$ cat config.mk
export PLATFORM = sky130hd
export DESIGN_NAME = mode_0
export DESIGN_NICKNAME = d
export VERILOG_FILES = /design/src/rtl/mode_0.sv
export SDC_FILE = /design/constraint.sdc
export NUM_CORES = 1
export LEC_CHECK = 0
export BUFFER_PORTS_ARGS = -buffer_cell sky130_fd_sc_hd__buf_2
export CAP_MARGIN = 0
export CORE_AREA = 4 4 75 77
export CTS_CLUSTER_DIAMETER = 60
export CTS_CLUSTER_SIZE = 16
export DETAILED_ROUTE_END_ITERATION = 8
export DIE_AREA = 0 0 79 81
export PLACE_DENSITY = 0.6
export SLEW_MARGIN = 20
export SYNTH_ARGS = -nofsm -noshare
export SYNTH_HDL_FRONTEND = slang
export SYNTH_SLANG_ARGS = --single-unit
$ cat constraint.sdc
create_clock -name clk -period 5.2 [get_ports clk]
set_input_delay 0.26 -clock clk [delete_from_list [all_inputs] [get_ports clk]]
set_output_delay 0.26 -clock clk [all_outputs]
set_load 0.005 [all_outputs]
$ cat src/rtl/mode_0.sv
// mode_0 : SPI Mode 0 (CPOL=0, CPHA=0) master for single 8-bit full-duplex
// transfers. A local controller pulses start with a byte; the byte is shifted
// out MSB-first on mosi while miso is shifted in, and the received byte is
// presented on data_out when the transfer completes.
//
// Parameters:
//   CLK_DIV   system clocks per SCLK half-period (>= 1)
//
// Ports:
//   clk       system clock, all logic on rising edge
//   rst       asynchronous active-low reset
//   start     single-cycle transfer request, honoured only when idle
//   data_in   byte to transmit, captured with an accepted start
//   miso      serial data from the slave
//   sclk      SPI clock, idles low
//   mosi      serial data to the slave
//   ss        active-low slave select
//   data_out  last completely received byte
//   busy      high while a transfer is in progress

module mode_0 #(
  parameter int CLK_DIV = 4
) (
  input  logic       clk,
  input  logic       rst,
  input  logic       start,
  input  logic [7:0] data_in,
  input  logic       miso,
  output logic       sclk,
  output logic       mosi,
  output logic       ss,
  output logic [7:0] data_out,
  output logic       busy
);

  // A divide of 1 still needs a one-bit counter so the wrap compare stays legal.
  localparam int DIV_W = (CLK_DIV > 1) ? $clog2(CLK_DIV) : 1;
  localparam logic [DIV_W-1:0] DIV_LAST = DIV_W'(CLK_DIV - 1);

  typedef enum logic {
    IDLE,
    XFER
  } state_t;

  state_t           state;
  logic [DIV_W-1:0] div_cnt;
  logic [4:0]       edge_cnt;
  logic [6:0]       tx_shift;
  logic [7:0]       rx_shift;
  logic [4:0]       next_edge;

  // Number of the half-period event that fires on the current divider wrap.
  assign next_edge = edge_cnt + 5'd1;

  // The MSB goes straight onto mosi at start, so tx_shift only has to hold
  // the remaining seven bits. Odd events raise sclk and sample miso; even
  // events lower sclk and advance mosi, except the 16th, which closes the
  // transfer and publishes the received byte in the same clock edge.
  always_ff @(posedge clk or negedge rst) begin
    if (!rst) begin
      state    <= IDLE;
      div_cnt  <= '0;
      edge_cnt <= '0;
      tx_shift <= '0;
      rx_shift <= '0;
      sclk     <= 1'b0;
      mosi     <= 1'b0;
      ss       <= 1'b1;
      busy     <= 1'b0;
      data_out <= 8'h00;
    end else begin
      case (state)
        IDLE: begin
          sclk <= 1'b0;
          ss   <= 1'b1;
          busy <= 1'b0;
          mosi <= 1'b0;
          if (start) begin
            tx_shift <= data_in[6:0];
            mosi     <= data_in[7];
            ss       <= 1'b0;
            busy     <= 1'b1;
            div_cnt  <= '0;
            edge_cnt <= '0;
            state    <= XFER;
          end
        end

        XFER: begin
          if (div_cnt == DIV_LAST) begin
            div_cnt  <= '0;
            edge_cnt <= next_edge;
            if (next_edge[0]) begin
              sclk     <= 1'b1;
              rx_shift <= {rx_shift[6:0], miso};
            end else if (next_edge == 5'd16) begin
              sclk     <= 1'b0;
              data_out <= rx_shift;
              ss       <= 1'b1;
              busy     <= 1'b0;
              mosi     <= 1'b0;
              state    <= IDLE;
            end else begin
              sclk     <= 1'b0;
              mosi     <= tx_shift[6];
              tx_shift <= {tx_shift[5:0], 1'b0};
            end
          end else begin
            div_cnt <= div_cnt + 1'b1;
          end
        end

        default: state <= IDLE;
      endcase
    end
  end

endmodule

==> flow_metrics.tcl, run 1 <==
set metrics [dict create \
    status "completed" \
    grt_pass1_wl_mm 6.02 \
    power.leakage_nw 0.878 \
    required_ns 5.37 \
    cts_resized 0 \
    timing.setup.tns_ns 0 \
    place_inst 228 \
    finalMaxSlewViolations 0 \
    grt_use_total 0.118 \
    critPathCaptureType "register" \
    path_cells "ha_1 -> nand2_1 -> nor3_4 -> mux2_2" \
    power_density_nw_per_um2 495 \
    synth_async_sr_flop_share 1.00 \
    synth_area_sq_um 1680 \
    worstSetupPathType "reg2reg" \
    p_sw_frac 0.325 \
    syn_avg_cell_area_sq_um 11.7 \
    rsz0062_at_grt "no" \
    ys_warn_count 0 \
    cap_violations 0 \
    synth_common_cells "dfrtp_1, mux2_2, nor2b_1" \
    pwr-share-clk 0.250 \
    synth_area_leader_cell "dfrtp_1" \
    grt_max_degree 36 \
    tightest_slew_ns 0.880 \
    num_vias 1209 \
    start_kind "register" \
    cts_buffer_depth 2 \
    ir_drop_mv 0.247 \
    io_pins 24 \
    cts_tree "yes" \
    synth_edf_count 0 \
    dp_hpwl_mm 2.36 \
    timing.final.crit_share 0.407 \
    max_freq_mhz 473 \
    synth_top_area_share 0.507 \
    dieWidth_um 79 \
    hold_viol_final 0 \
    finalCriticalPeriod_ns 2.12 \
    io_buffers 23 \
    die_h_um 81 \
    core-area_sq_um 5010 \
    postCtsSetupBuffers 0 \
    clock_sinks 35 \
    drt-initial-drc-count 78 \
    dr.pass1.iters 4 \
    antenna_found_initial 0 \
    ys_ff_latch 35 \
    hold_class "in2async" \
    holdWs_ns 0.0417 \
    synth_ff_type "dfrtp_1" \
    fin_cells 236 \
    vias_per_cell 5.12 \
    final_nets 179 \
    place_congestion 0.808 \
    fin_skew_ns 0.00959 \
    holdBufCountCts 0 \
    routed_wl_mm 3.32 \
    insertedDiodeCount 0 \
    drive_gt1_frac 0.313 \
    die_area_sq_um 6400 \
    area_growth_pct 16.4 \
    synth_cells 144 \
    syn_nets 158 \
    critPathSlowestCell "nor3_4" \
    clock_latency_ns 0.28 \
    finalSetupViolations 0 \
    yosys-top-cells-area "dfrtp_1, mux2_2, nor2b_1" \
    drc 0 \
    routedWlPerCell_um 14.1 \
    internal_power_mw 0.654 \
    ys_types 32 \
    max_stage_delay_ns 0.50 \
    ant_nets 0 \
    htreeDepth 2 \
    p_sw_mw 0.314 \
    combPwrFrac 0.280 \
    yosysSeqAreaShare 0.523 \
    pwr-share-seq 0.470 \
    finish.utilization 0.390 \
    cp.arrival_ns 2.28 \
    cts_buffers 5 \
    clk_pin_slew_ns 0.08 \
    start_util 0.335 \
    grt_pass1_vias 1265 \
    maxSlewHeadroom 0.414 \
    rows 26 \
    critPathMaxFanout 10 \
    yosysMostFrequentCell "dfrtp_1" \
    grt_overflow 0 \
    cts-root-buf "clkbuf_8" \
]
==> metal layers <==
metal	global-route usage	vias to the layer above	share of wire
met1	0.149	586	0.47
met4	0.0223	0	0.0042
met2	0.193	36	0.46
li1	-	583	-
met5	0	-	0
met3	0.0499	4	0.064
==> worst max-delay path, delay by kind of cell (launching register included) <==
kind,cells,cell delay (ns)
AND/OR/NAND/NOR,2,0.80
flip-flops,1,0.46
multiplexers,1,0.39
adder cells (fa/ha/maj),1,0.35
==> flip-flops by register name, summed over array words and instances, names as in the netlist <==
register  count
edge_cnt      5
rx_shift      8
sclk          1
tx_shift      7
data_out      8
state         1
div_cnt       2
ss            1
busy          1
mosi          1
==> power groups by stage <==
| stage | clock network (mW) | logic, mW | registers (mW) |
|---|---|---|---|
| finish | 0.242 | 0.271 | 0.455 |
| global route | 0.268 | 0.308 | 0.473 |
| CTS | 0.249 | 0.276 | 0.456 |
| detailed placement | 0 | 0.275 | 0.459 |
| global placement | 0 | 0.268 | 0.453 |
| floorplan | 0 | 0.230 | 0.425 |
==> final timing paths <==
kind | startpoint | to | slack [ns] | depth (start not counted)
max | edge_cnt[0] | data_out[2] | 3.08 | 4
min | rst | edge_cnt[4] | 0.04 | 1
max reg2reg | edge_cnt[0] | data_out[2] | 3.08 | 4
min reg2reg | ss | ss | 0.50 | 2
max in group asynchronous | rst | busy | 4.68 | 1
min in group clk | data_in[7] | mosi | 0.19 | 3
==> cell type report <==
| type | count | area, sq um |
|---|---|---|
| Clock buffer | 6 | 72.6 |
| Clock inverter | 2 | 37.5 |
| Fill cell | 528 | 3060 |
| Inverter | 3 | 11.3 |
| Multi-Input combinational cell | 97 | 752 |
| Sequential cell | 35 | 877 |
| Tap cell | 70 | 87.6 |
| Timing Repair Buffer | 23 | 115 |
==> cells in the final DEF (no fill, tap or decap), types with 2 or more instances in the layout <==
master	instances
nand2_1	6
nand4_1	2
nand3_1	8
a2bb2oi_1	6
inv_1	3
clkbuf_8	5
nor2_1	3
xnor2_1	2
ha_1	2
a31oi_1	7
and2_1	2
mux2_2	17
a22o_1	4
buf_2	23
mux2i_1	3
dfrtp_1	34
o21ai_0	2
nor2b_1	9
a31o_2	2
a211oi_1	6
o211ai_1	6
==> per-stage QoR <==
stage	setup WS, ns	power, mW	cell area, sq um
after global routing	2.91	1.05	1950
after CTS	3.09	0.981	1950
after detailed placement	3.10	0.735	1840
after global placement	3.14	0.720	1840
final	3.08	0.968	1950
after floorplan	3.40	0.655	1680
==> kinds of logic (layout without fill, tap and decap cells) <==
family,Yosys count,count (layout),share of synthesized area
compound gates,38,38,0.172
flops,35,35,0.523
simple gates,35,35,0.119
mux,20,20,0.132
buf+inv,12,34,0.0291
fa+ha+maj,2,2,0.0149
xor+xnor,2,2,0.0104
(Power assumes the default switching activity.)
==> run 2, diff against run 1 <==
--- a/config.mk
+++ b/config.mk
@@ -5,14 +5,15 @@
 export SDC_FILE = /design/constraint.sdc
 export NUM_CORES = 1
 export LEC_CHECK = 0
+export ABC_AREA = 1
 export BUFFER_PORTS_ARGS = -buffer_cell sky130_fd_sc_hd__buf_2
 export CAP_MARGIN = 0
-export CORE_AREA = 4 4 75 77
+export CORE_AREA = 4 4 74 76
 export CTS_CLUSTER_DIAMETER = 60
 export CTS_CLUSTER_SIZE = 16
 export DETAILED_ROUTE_END_ITERATION = 8
-export DIE_AREA = 0 0 79 81
-export PLACE_DENSITY = 0.6
+export DIE_AREA = 0 0 78 80
+export PLACE_DENSITY = 0.61
 export SLEW_MARGIN = 20
 export SYNTH_ARGS = -nofsm -noshare
 export SYNTH_HDL_FRONTEND = slang
==> constraint.sdc (replaced) <==
create_clock -name clk -period 1.73 [get_ports clk]
set_input_delay 0.0865 -clock clk [delete_from_list [all_inputs] [get_ports clk]]
set_output_delay 0.0865 -clock clk [all_outputs]
set_load 0.005 [all_outputs]
==> run 2 against run 1 <==
Against the previous run: total power increased by 68%; flip-flop and latch count unchanged; critical path depth increased by 2; non-clock buffer count increased by 5; count of clock-buffer cells in the layout unchanged; setup slack got worse by 2.9 ns; combinational power decreased by 86%; first-iteration DRC count decreased by 59%; area after synthesis decreased by 3.5%; critical path type unchanged.
==> flow_metrics.tcl, run 2 <==
set metrics [dict create \
    status "completed" \
    grt_use_total 0.122 \
    critPathCaptureType "register" \
    critPathMaxFanout 9 \
    clk_pin_slew_ns 0.07 \
    place_congestion 0.804 \
    cts_tree "yes" \
    dieWidth_um 78 \
    maxSlewHeadroom 0.483 \
    synth_common_cells "nand2_1, dfrtp_1, nand3_1" \
    max_stage_delay_ns 0.40 \
    ys_ff_latch 35 \
    drt-initial-drc-count 32 \
    ys_warn_count 0 \
    p_sw_frac 0.198 \
    vias_per_cell 4.47 \
    power_density_nw_per_um2 830 \
    pwr-share-clk 0.466 \
    crit_family "simple AND/OR/NAND/NOR gates" \
    cp.buffers_inverters 1 \
    max_freq_mhz 642 \
    yosys-top-cells-area "dfrtp_1, nand2_1, nand3_1" \
    synth-compound-area-share 0.0703 \
    cap_violations 0 \
    ir_drop_mv 0.566 \
    routedWlPerCell_um 11.4 \
    timing.final.crit_share 0.900 \
    die_h_um 80 \
    fin_skew_ns 0.00692 \
    synth_area_leader_cell "dfrtp_1" \
    finalPower_mw 1.63 \
    timing.setup.tns_ns 0 \
    p_sw_mw 0.323 \
    dp_hpwl_mm 2.31 \
    syn_nets 197 \
    yosysMostFrequentCell "nand2_1" \
    cts_buffers 5 \
    worst_r2r_startpoint "div_cnt[0]" \
    num_vias 1260 \
    power.leakage_nw 1.01 \
    ys_types 27 \
    clock_latency_ns 0.29 \
    hold_viol_final 0 \
    cts_buffer_depth 2 \
    rr_endpoint "data_out[5]" \
    synth_xor_area_frac 0 \
    combPwrFrac 0.024 \
    synth_top_family_by_area "simple AND/OR/NAND/NOR gates" \
    synth_top_area_share 0.526 \
    synth-simple-area-share 0.329 \
    rrSetupSlack_ns 0.17 \
    synth_cells 183 \
    reg_top3 "data_out x8, rx_shift x8, tx_shift x7" \
    grt_overflow 0 \
    rows 25 \
    synth_edf_count 0 \
    io_pins 24 \
    pwr-share-seq 0.510 \
    htreeDepth 2 \
    postCtsSetupBuffers 0 \
    layout_commonest_cell "nand2_1" \
    tightest_slew_ns 0.775 \
    die_area_sq_um 6240 \
    worstSetupPathType "reg2reg" \
    synthMuxAreaShare 0 \
    clock_sinks 35 \
    finalMaxSlewViolations 0 \
    start_kind "register" \
    dr.pass1.iters 4 \
    drc 0 \
    crit_start "div_cnt[0]" \
    area_growth_pct 21.3 \
    final_nets 228 \
    most-common-layout-cells "nand2_1, dfrtp_1, buf_2" \
    synth_async_sr_flop_share 1.00 \
    insertedDiodeCount 0 \
    fillers 494 \
    synth_area_sq_um 1620 \
    syn_avg_cell_area_sq_um 8.85 \
    rsz0062_at_grt "no" \
    hold_class "in2reg" \
    finalSetupViolations 0 \
    grt_pass1_vias 1333 \
    critPathMostFrequentCell "nand2_1" \
    drive_gt1_frac 0.223 \
    critPathSlowestCell "dfrtp_1" \
    path_cells "ha_1 -> nand2_2 -> clkinv_1 -> nand4_4 -> nand2_1 -> nand2_1" \
    reg2regPathDepth 6 \
    worst-path-stages 6 \
    ant_nets 0 \
    grt_max_degree 36 \
    synth_ff_type "dfrtp_1" \
    internal_power_mw 1.31 \
    finalCriticalPeriod_ns 1.56 \
    grt_pass1_wl_mm 5.84 \
    start_util 0.343 \
    required_ns 1.96 \
    worstSetupEndpoint "data_out[5]" \
    synth_adder_area_share 0.0155 \
    antenna_found_initial 0 \
    cp.arrival_ns 1.79 \
    io_buffers 23 \
    cts-root-buf "clkbuf_8" \
    routed_wl_mm 3.23 \
    yosysSeqAreaShare 0.542 \
    core-area_sq_um 4720 \
]
run 2: through the flow:
stage               utilization  hold slack (ns)  worst slack [ns]  area [sq um]  instances
floorplan                     -           -0.209             0.349          1620        183
global placement          0.385            0.219             0.147          1820        272
detailed placement        0.385            0.220             0.115          1820        272
CTS                       0.414           0.0642            0.0977          1960        282
global route              0.416           0.0977            0.0266          1960        282
finish                    0.416           0.0623             0.174          1960        282
run 2: worst min path at each step:
stage | startpoint | end | depth (start not counted)
floorplan | rst | busy | 0
global placement | rst | data_out[2] | 1
detailed placement | rst | data_out[2] | 1
CTS | miso | rx_shift[0] | 3
global route | miso | rx_shift[0] | 3
finish | miso | rx_shift[0] | 3
run 2: area by class of cell:
| class | count | area [sq um] | area share |
|---|---|---|---|
| repair buffers | 28 | 158 | 0.0803 |
| clock inverters | 2 | 35.0 | 0.0178 |
| inverters | 12 | 47.5 | 0.0242 |
| well taps | 67 | 83.8 | 0.0427 |
| multi-input cells | 132 | 681 | 0.346 |
| clock buffers | 6 | 82.6 | 0.0420 |
| flip-flops and latches | 35 | 877 | 0.446 |
run 2: logic make-up after synthesis:
kind of cell,count (synthesis)
AO/OA/AOI/OAI,20
flip-flops,35
adder cells (fa/ha/maj),2
buffers and inverters,16
AND/OR/NAND/NOR,110
run 2: repair_timing:
action | CTS | global route
hold endpoints to repair | 35 | 0
gates resized for setup | 0 | 1
endpoints found under the setup margin | 0 | 7
hold buffers | 2 | 0
run 2: power by group through the flow:
stage	combinational [mW]	sequential, mW	clock (mW)
final	0.0389	0.832	0.760
after global routing	0.0467	0.832	0.821
after CTS	0.0408	0.831	0.786
after detailed placement	0.0376	0.847	0
after global placement	0.0370	0.847	0
after floorplan	0.00698	0.846	0
run 2: worst register-to-register path: cells and delay by family, from the launching register on:
family	cells	cell delay (ns)
fa+ha+maj	1	0.30
flops	1	0.40
simple gates	4	0.53
buf+inv	1	0.28
run 2: routing by layer:
layer / global-route usage / vias to the layer above / wire, um
li1: - / 659 / -
met1: 0.140 / 575 / 1540
met2: 0.203 / 19 / 1480
met3: 0.0305 / 7 / 113
met4: 0.0734 / 0 / 89
met5: 0 / - / 0
==> run 3, diff against run 2 <==
--- a/config.mk
+++ b/config.mk
@@ -8,12 +8,12 @@
 export ABC_AREA = 1
 export BUFFER_PORTS_ARGS = -buffer_cell sky130_fd_sc_hd__buf_2
 export CAP_MARGIN = 0
-export CORE_AREA = 4 4 74 76
+export CORE_AREA = 4 4 62 64
 export CTS_CLUSTER_DIAMETER = 60
 export CTS_CLUSTER_SIZE = 16
 export DETAILED_ROUTE_END_ITERATION = 8
-export DIE_AREA = 0 0 78 80
-export PLACE_DENSITY = 0.61
+export DIE_AREA = 0 0 66 68
+export PLACE_DENSITY = 0.78
 export SLEW_MARGIN = 20
 export SYNTH_ARGS = -nofsm -noshare
 export SYNTH_HDL_FRONTEND = slang
==> run 3 against run 2 <==
Against the previous run: fmax grew 0.45%; setup slack gained 0.0070 ns; count of clock-buffer cells in the layout is the same; sequential share of layout area grew 1.4 points; cell count shrank 7.8%; register-to-register slack is essentially flat; utilization grew 16 points; worst hold slack lost 0.0097 ns; via count grew 1.0%; critical path type unchanged; largest power group unchanged.
==> flow_metrics.tcl, run 3 (synthesis gave the netlist of run 2 again) <==
set metrics [dict create \
    clk_pin_slew_ns 0.11 \
    tightest_slew_ns 0.750 \
    cts_tree "yes" \
    place_ws_ns 0.166 \
    place_congestion 0.745 \
    power.leakage_nw 1.01 \
    holdBufCountCts 3 \
    reg2regPathDepth 6 \
    fillers 316 \
    postCtsSetupBuffers 0 \
    status "completed" \
    layout_commonest_cell "nand2_1" \
    most-common-layout-cells "nand2_1, dfrtp_1, buf_2" \
    hold_viol_final 0 \
    io_buffers 23 \
    worstSetupPathType "reg2reg" \
    finalMaxSlewViolations 0 \
    start_kind "register" \
    cts-root-buf "clkbuf_4" \
    clock_sinks 35 \
    path_cells "ha_1 -> nand2_2 -> clkinv_1 -> nand4_2 -> nand2_1 -> nand2_1" \
    cp.arrival_ns 1.84 \
    holdPathEnd "busy" \
    die_h_um 68 \
    die_area_sq_um 4490 \
    clock_latency_ns 0.34 \
    critPathMostFrequentCell "nand2_1" \
    routedWlPerCell_um 11.3 \
    fin_cells 260 \
    reg_top3 "data_out x8, rx_shift x8, tx_shift x7" \
    grt_use_total 0.154 \
    rr_endpoint "data_out[6]" \
    routed_wl_mm 2.95 \
    grt_overflow 0 \
    worstHoldStart "start" \
    dp_hpwl_mm 2.10 \
    rrSetupSlack_ns 0.18 \
    ir_drop_mv 0.589 \
    core-area_sq_um 3280 \
    critPathMaxFanout 9 \
    drive_gt1_frac 0.215 \
    worst_r2r_startpoint "div_cnt[0]" \
    ant_nets 0 \
    finalSetupViolations 0 \
    required_ns 2.02 \
    critPathSlowestCell "dfrtp_1" \
    final_nets 227 \
    dr.pass1.iters 4 \
    num_vias 1273 \
    hold_class "in2reg" \
    dieWidth_um 66 \
    place_inst 249 \
    drc 0 \
    power_density_nw_per_um2 780 \
    cap_violations 0 \
    start_util 0.493 \
    area_growth_pct 17.7 \
    max_freq_mhz 645 \
    io_pins 24 \
    rows 21 \
    grt_pass1_wl_mm 5.22 \
    htreeDepth 2 \
    fin_ws_ns 0.181 \
    max_stage_delay_ns 0.41 \
    timing.final.crit_share 0.896 \
    critPathCaptureType "register" \
    rsz0062_at_grt "no" \
    vias_per_cell 4.90 \
    maxSlewHeadroom 0.500 \
    cts_resized 0 \
    grt_max_degree 36 \
    crit_family "simple AND/OR/NAND/NOR gates" \
    cts_buffer_depth 2 \
    cp.buffers_inverters 1 \
    antenna_found_initial 0 \
    timing.setup.tns_ns 0 \
    grt_pass1_vias 1229 \
    cts_buffers 5 \
    fin_skew_ns 0.00990 \
    drt-initial-drc-count 55 \
    finalCriticalPeriod_ns 1.55 \
    insertedDiodeCount 0 \
    worst-path-stages 6 \
    hold_depth 3 \
]
## run 3: per-layer routing
layer  share of wire  global-route usage  routed length, um
met1            0.49               0.190               1460
met2            0.45               0.247               1330
met3           0.038              0.0411                111
met4           0.017              0.0888                 49
met5               0                   0                  0
## run 3: worst max path at each step
stage,startpoint,endpoint,slack (ns)
2_1_floorplan,edge_cnt[0],busy,0.35
3_3_place_gp,div_cnt[0],data_out[0],0.17
3_5_place_dp,div_cnt[0],data_out[0],0.17
4_1_cts,div_cnt[0],data_out[0],0.14
5_1_grt,div_cnt[0],data_out[0],0.07
6_report,div_cnt[0],data_out[6],0.18
## run 3: report_power, final
group	switching (mW)	internal (mW)
logic	0.0239	0.0166
registers	0.00522	0.826
clock network	0.273	0.341
total	0.302	1.18
## run 3: layout make-up
cell class	count	area, sq um	area share
Multi-Input combinational cell	132	672	0.353
Sequential cell	35	877	0.460
Timing Repair Buffer	27	165	0.0867
Inverter	12	47.5	0.0250
Clock buffer	6	51.3	0.0269
Clock inverter	2	35.0	0.0184
Tap cell	46	57.6	0.0302
## run 3: through the flow
step	utilization	hold slack [ns]	cell area [sq um]	total power [mW]
after global routing	0.580	0.0604	1910	1.54
after detailed placement	0.545	0.202	1790	0.884
after CTS	0.580	0.0506	1910	1.49
after floorplan	-	-0.209	1620	0.853
final	0.580	0.0526	1910	1.49
after global placement	0.545	0.202	1790	0.883
## run 3: worst min-delay path, delay by kind of cell
kind                   cells  cell delay [ns]
and+or+nand+nor            2             0.18
buffers and inverters      1             0.10
